## src/rtl/busio_pkg.sv

```systemverilog
`default_nettype none
// ============================================================================
// Module      : busio_pkg
// Description : Shared types and constants for the external-bus I/O port
// Revision    : 1.0 - initial release
// ============================================================================
package busio_pkg;

    // Register index on the arx select, shared with the bus arbiter
    typedef enum logic [1:0] {
        REG_ADDR  = 2'd0,
        REG_CMD   = 2'd1,
        REG_RDATA = 2'd2,
        REG_WDATA = 2'd3
    } reg_index;

    typedef enum logic [1:0] {
        ST_IDLE    = 2'd0,
        ST_RD_WAIT = 2'd1,
        ST_WR_WAIT = 2'd2
    } port_state;

    localparam int c_timeout_default = 255;

endpackage
`default_nettype wire

```

## src/rtl/busio_timer.sv

```systemverilog
`default_nettype none
// ============================================================================
// Module      : busio_timer
// Description : 8-bit memory-acknowledge wait counter with expiry flag
// Revision    : 1.0 - initial release
// ============================================================================
module busio_timer
    import busio_pkg::*;
#(
    parameter int TIMEOUT = c_timeout_default
) (
    input  logic clk,
    input  logic reset_n,
    input  logic clear,
    input  logic enable,
    output logic expired
);

    localparam logic [7:0] c_last = 8'(TIMEOUT - 1);

    logic [7:0] r_count;

    always_ff @(posedge clk or negedge reset_n) begin
        if (!reset_n) begin
            r_count <= '0;
        end else if (clear) begin
            r_count <= '0;
        end else if (enable) begin
            r_count <= r_count + 8'd1;
        end
    end

    // Fires on the edge at which the count would step onto TIMEOUT
    assign expired = enable && !clear && (r_count == c_last);

endmodule
`default_nettype wire

```

## src/rtl/busio_port.sv

```systemverilog
`default_nettype none
// ============================================================================
// Module      : busio_port
// Description : External-bus exchange registers with memory read/write
//               handshake, timeout, address auto-increment and bus lock
// Revision    : 1.0 - initial release
// ============================================================================
module busio_port
    import busio_pkg::*;
#(
    parameter int AW      = 20,
    parameter int DW      = 64,
    parameter int TIMEOUT = c_timeout_default
) (
    input  logic          clk,
    input  logic          reset_n,
    input  logic [1:0]    arx,
    input  logic          ecx,
    input  logic          wrx,
    input  logic          astb,
    input  logic          atomic,
    input  logic          rd,
    input  logic          wr,
    input  logic [DW-1:0] din,
    output logic [DW-1:0] dout,
    output logic          busy,
    output logic          err,
    output logic          mem_req,
    output logic          mem_we,
    output logic          mem_lock,
    output logic [AW-1:0] mem_addr,
    output logic [DW-1:0] mem_wdata,
    input  logic          mem_ack,
    input  logic [DW-1:0] mem_rdata
);

    logic [AW-1:0] r_addr;
    logic [DW-1:0] r_cmd;
    logic [DW-1:0] r_rdata;
    logic [DW-1:0] r_wdata;
    port_state     r_state;
    logic          r_rd_to_cmd;
    logic          r_busy;
    logic          r_err;
    logic          r_mem_req;
    logic          r_mem_we;
    logic          r_mem_lock;
    logic [AW-1:0] r_mem_addr;
    logic [DW-1:0] r_mem_wdata;

    reg_index      w_idx;
    logic          w_rd_req;
    logic          w_wr_req;
    logic          w_load;
    logic          w_start;
    logic          w_timeout;
    logic [DW-1:0] w_dout;

    assign w_idx    = reg_index'(arx);
    assign w_rd_req = ecx & rd;
    assign w_wr_req = ecx & wr;
    assign w_load   = ecx & ~wrx & ~rd & ~wr;
    assign w_start  = (r_state == ST_IDLE) & (w_rd_req | w_wr_req);

    busio_timer #(
        .TIMEOUT (TIMEOUT)
    ) u_timer (
        .clk     (clk),
        .reset_n (reset_n),
        .clear   (w_start),
        .enable  (r_busy),
        .expired (w_timeout)
    );

    always_comb begin
        w_dout = '0;
        if (ecx && wrx) begin
            case (w_idx)
                REG_ADDR:  w_dout = DW'(r_addr);
                REG_CMD:   w_dout = r_cmd;
                REG_RDATA: w_dout = r_rdata;
                REG_WDATA: w_dout = r_wdata;
                default:   w_dout = '0;
            endcase
        end
    end

    always_ff @(posedge clk or negedge reset_n) begin
        if (!reset_n) begin
            r_addr      <= '0;
            r_cmd       <= '0;
            r_rdata     <= '0;
            r_wdata     <= '0;
            r_state     <= ST_IDLE;
            r_rd_to_cmd <= 1'b0;
            r_busy      <= 1'b0;
            r_err       <= 1'b0;
            r_mem_req   <= 1'b0;
            r_mem_we    <= 1'b0;
            r_mem_lock  <= 1'b0;
            r_mem_addr  <= '0;
            r_mem_wdata <= '0;
        end else begin
            if (astb && atomic) begin
                r_mem_lock <= 1'b1;
            end

            case (r_state)
                ST_IDLE: begin
                    if (w_rd_req || w_wr_req) begin
                        // Request address/data are snapshots, so later loads cannot disturb the bus
                        r_mem_req   <= 1'b1;
                        r_busy      <= 1'b1;
                        r_mem_addr  <= r_addr;
                        r_mem_wdata <= r_wdata;
                        if (w_rd_req) begin
                            r_state     <= ST_RD_WAIT;
                            r_mem_we    <= 1'b0;
                            r_rd_to_cmd <= (w_idx == REG_CMD);
                            if (w_wr_req) begin
                                r_err <= 1'b1;
                            end
                        end else begin
                            r_state  <= ST_WR_WAIT;
                            r_mem_we <= 1'b1;
                        end
                    end
                end

                ST_RD_WAIT, ST_WR_WAIT: begin
                    if (w_rd_req || w_wr_req) begin
                        r_err <= 1'b1;
                    end
                    if (mem_ack) begin
                        r_state   <= ST_IDLE;
                        r_mem_req <= 1'b0;
                        r_busy    <= 1'b0;
                        r_mem_we  <= 1'b0;
                        r_addr    <= r_addr + AW'(1);
                        if (r_state == ST_RD_WAIT) begin
                            if (r_rd_to_cmd) begin
                                r_cmd <= mem_rdata;
                            end else begin
                                r_rdata <= mem_rdata;
                            end
                        end else begin
                            r_mem_lock <= 1'b0;
                        end
                    end else if (w_timeout) begin
                        r_state    <= ST_IDLE;
                        r_mem_req  <= 1'b0;
                        r_busy     <= 1'b0;
                        r_mem_we   <= 1'b0;
                        r_err      <= 1'b1;
                        r_mem_lock <= 1'b0;
                    end
                end

                default: begin
                    r_state <= ST_IDLE;
                end
            endcase

            // An explicit load takes priority over the post-transfer increment
            if (w_load) begin
                case (w_idx)
                    REG_ADDR:  r_addr  <= din[AW-1:0];
                    REG_WDATA: r_wdata <= din;
                    default:   ;
                endcase
            end
        end
    end

    assign dout      = w_dout;
    assign busy      = r_busy;
    assign err       = r_err;
    assign mem_req   = r_mem_req;
    assign mem_we    = r_mem_we;
    assign mem_lock  = r_mem_lock;
    assign mem_addr  = r_mem_addr;
    assign mem_wdata = r_mem_wdata;

endmodule
`default_nettype wire
```

## config.mk

```make
export PLATFORM = sky130hd
export DESIGN_NAME = busio_port
export DESIGN_NICKNAME = d
export VERILOG_FILES = /design/src/rtl/busio_pkg.sv /design/src/rtl/busio_timer.sv /design/src/rtl/busio_port.sv
export SDC_FILE = /design/constraint.sdc
export NUM_CORES = 1
export LEC_CHECK = 0
export ABC_AREA = 0
export BUFFER_PORTS_ARGS = -buffer_cell sky130_fd_sc_hd__buf_2
export CORE_UTILIZATION = 55
export CTS_CLUSTER_SIZE = 28
export DETAILED_ROUTE_END_ITERATION = 12
export PLACE_DENSITY = 0.78
export REMOVE_ABC_BUFFERS = 1
export SLEW_MARGIN = 20
export SYNTH_ARGS = -nofsm -noshare
export SYNTH_HDL_FRONTEND = slang
export SYNTH_SLANG_ARGS = --single-unit
```

## constraint.sdc

```tcl
create_clock -name clk -period 2.76 [get_ports clk]
set_clock_uncertainty 0.15 [all_clocks]
set_input_delay 0.138 -clock clk [delete_from_list [all_inputs] [get_ports clk]]
set_output_delay 0.138 -clock clk [all_outputs]
set_load 0.02 [all_outputs]
```

==> flow_metrics.tcl <==
set metrics [dict create \
    clockBufferDepth 3 \
    grt_pass1_vias 11800 \
    synth-seq-cells 311 \
    stdcell_count 1942 \
    cpLargestDelayFamily "buffers and inverters" \
    grt_overflow 0 \
    fillers 1499 \
    cts_tree "built" \
    cp_num_cells 6 \
    crit_top_cell "buf_2" \
    synth.top_cell.area_share_pct 56.4 \
    core_um2 24500 \
    fin_nets 1738 \
    cts_resized 0 \
    crit_buf_inv 4 \
    power.density_nw_per_um2 977 \
    regArea_um2 7780 \
    critPathLaunch "ecx" \
    syn2layout_area_growth_pct 32.2 \
    ys_seq_area_share_pct 56.4 \
    r2r-start "r_state[0]" \
    dieArea_um2 25700 \
    r2r_cells 6 \
    drt_iter0_markers 747 \
    final.setup.tns_ps 0 \
    hold_viol_final 0 \
    max_freq_mhz 403 \
    grt_pass1_wl_um 62600 \
    rrSetupSlack_ps 330 \
    tightest_slew_ps 840 \
    io_pins 292 \
    post_drt_wl_per_cell_um 20.1 \
    syn_avg_cell_area_um2 11.8 \
    critPathKind "input pin to primary output" \
    synth_cell_types 40 \
    fin_area_um2 18200 \
    max_stage_delay_ps 520 \
    r2r_end "r_addr[19]" \
    antenna_found_initial 1 \
    drive_gt1_share_pct 39.4 \
    total_power_uw 17800 \
    cts_root_buf "clkbuf_16" \
    ir_drop_mv 0.701 \
    cp_cell_sequence "dlygate4sd3_1, buf_2, nand2_2, buf_12, nor2b_1, buf_2" \
    cts_max_level 2 \
    synth_area_leaders "dfrtp_1 (56%), mux2_2 (19%), nand2_1 (7.0%)" \
    place.gp.congestion 0.826 \
    multi_input_area_um2 5710 \
    drt_pre_antenna_iters 5 \
    clock_latency_ps 500 \
    timing.max_cap.violations 0 \
    period_minus_slack_ps 2480 \
    cp.required_ps 2470 \
    grt_usage_pct 31.0 \
    worstSetupStartpointType "input pin" \
    rsz0062_at_grt "no" \
    dp_hpwl_um 23300 \
    crit_end "dout[1]" \
    grt_max_degree 90 \
    layout_commonest_cell "dfrtp_1" \
    io_buffers 291 \
    rows 57 \
    numCtsBuffers 34 \
    yosys_warnings 0 \
    status "finished clean" \
    dieWidth_um 160 \
    crit_path_top_delay_cell "dlygate4sd3_1" \
    totalWireLength_um 39100 \
    crit_path_end_kind "primary output" \
    relSlewSlack_pct 43.8 \
    hp-class "input pin to async pin" \
    vias 11000 \
    p_leak_uw 0.00900 \
    period_share_pct 89.9 \
    ant_nets 0 \
    vias_per_cell 5.67 \
    crit_path_max_fanout 36 \
    hold_slack_ps 40.1 \
    arrival_ps 2190 \
    syn_inst 1174 \
    die_y_um 160 \
    netlist.top_cell.by_area "dfrtp_1" \
    syn_area_um2 13800 \
    dp.cells 1746 \
    drc 0 \
    finalSetupViolations 0 \
    cts_sinks 311 \
    report.final.slew_viol_count 0 \
    initial_core_util_pct 56.4 \
    clkTransAtPathRegs_ps 60 \
    final_cell_mix "dfrtp_1 (311), buf_2 (288), nand2_1 (255)" \
    post_dp_cell_area_um2 15800 \
]
## report_power, final
group | total, µW | switching [µW] | leakage [µW] | internal, µW
combinational | 5690 | 3030 | 0.00455 | 2660
sequential | 7660 | 1250 | 0.00391 | 6420
clock | 4470 | 1800 | 0.000537 | 2660
total | 17800 | 6080 | 0.00900 | 11700
## cell type report
class,instances,share of cell area (%)
Sequential cell,311,42.6
Multi-Input combinational cell,777,31.3
Timing Repair Buffer,459,17.6
Clock buffer,53,5.66
Tap cell,324,2.22
Clock inverter,6,0.336
Inverter,11,0.226
Antenna cell,1,0.0137
## routing by layer
layer  vias up  share of wire [%]  GRT usage, %
met2       486                 51          53.3
met4         0                3.0          11.8
li1       4894                  -             -
met1      5527                 39          39.0
met3        97                6.6          5.55
met5         -                  0             0
## state kept, by name, summed over array words and instances (netlist names), 2 cells and up
name             flops
mem_addr            20
mem_wdata           64
r_addr              20
r_cmd               64
r_rdata             64
r_state              2
r_wdata             64
u_timer.r_count      8
## synthesized netlist by cell type, drive strengths merged
cell and n:
nor3 2, inv 11, or3 7, nor4b 1
ha 5, nand3b 1, or2 1, and3 3
o2bb2ai 3, o21ai 16, o31ai 4, nor2 76
mux4 20, a21o 1, dfrtp 311, nand2 256
a21oi 16, a31oi 8, nor4 2, xor2 9
a32o 1, o22ai 1, and4 2, xnor2 8
clkbuf 59, nor2b 22, or4 6, nand4 10
a22oi 45, o211ai 3, nand3 9, mux2 237
buf 16, mux2i 2
## worst min-delay path by stage
stage	cells past startpoint	from	slack, ps	endpoint
floorplan	0	reset_n	-310	err
global placement	1	reset_n	-0.5	r_wdata[59]
detailed placement	1	reset_n	7	r_wdata[59]
CTS	2	reset_n	80	r_rdata[1]
global route	2	reset_n	110	r_cmd[49]
finish	2	reset_n	40	r_wdata[59]
## metrics by stage
step,util [%],setup slack [ps]
floorplan,-,-1320
global placement,64.5,410
detailed placement,64.5,346
CTS,74.6,306
global route,74.6,211
finish,74.6,278
## what timing repair did
item | in CTS | in global routing
hold buffers | 136 | 0
buffers inserted | 0 | 0
hold endpoints to repair | 499 | 0
setup endpoints to repair | 0 | 0
## cell families after synthesis
logic type	count (synthesis)	share of synthesized area, %
flops	311	56.4
compound gates	98	4.71
simple gates	398	12.1
buf+inv	86	2.51
fa+ha+maj	5	0.453
xor+xnor	17	1.08
mux	259	22.8
(Power assumes the default switching activity.)
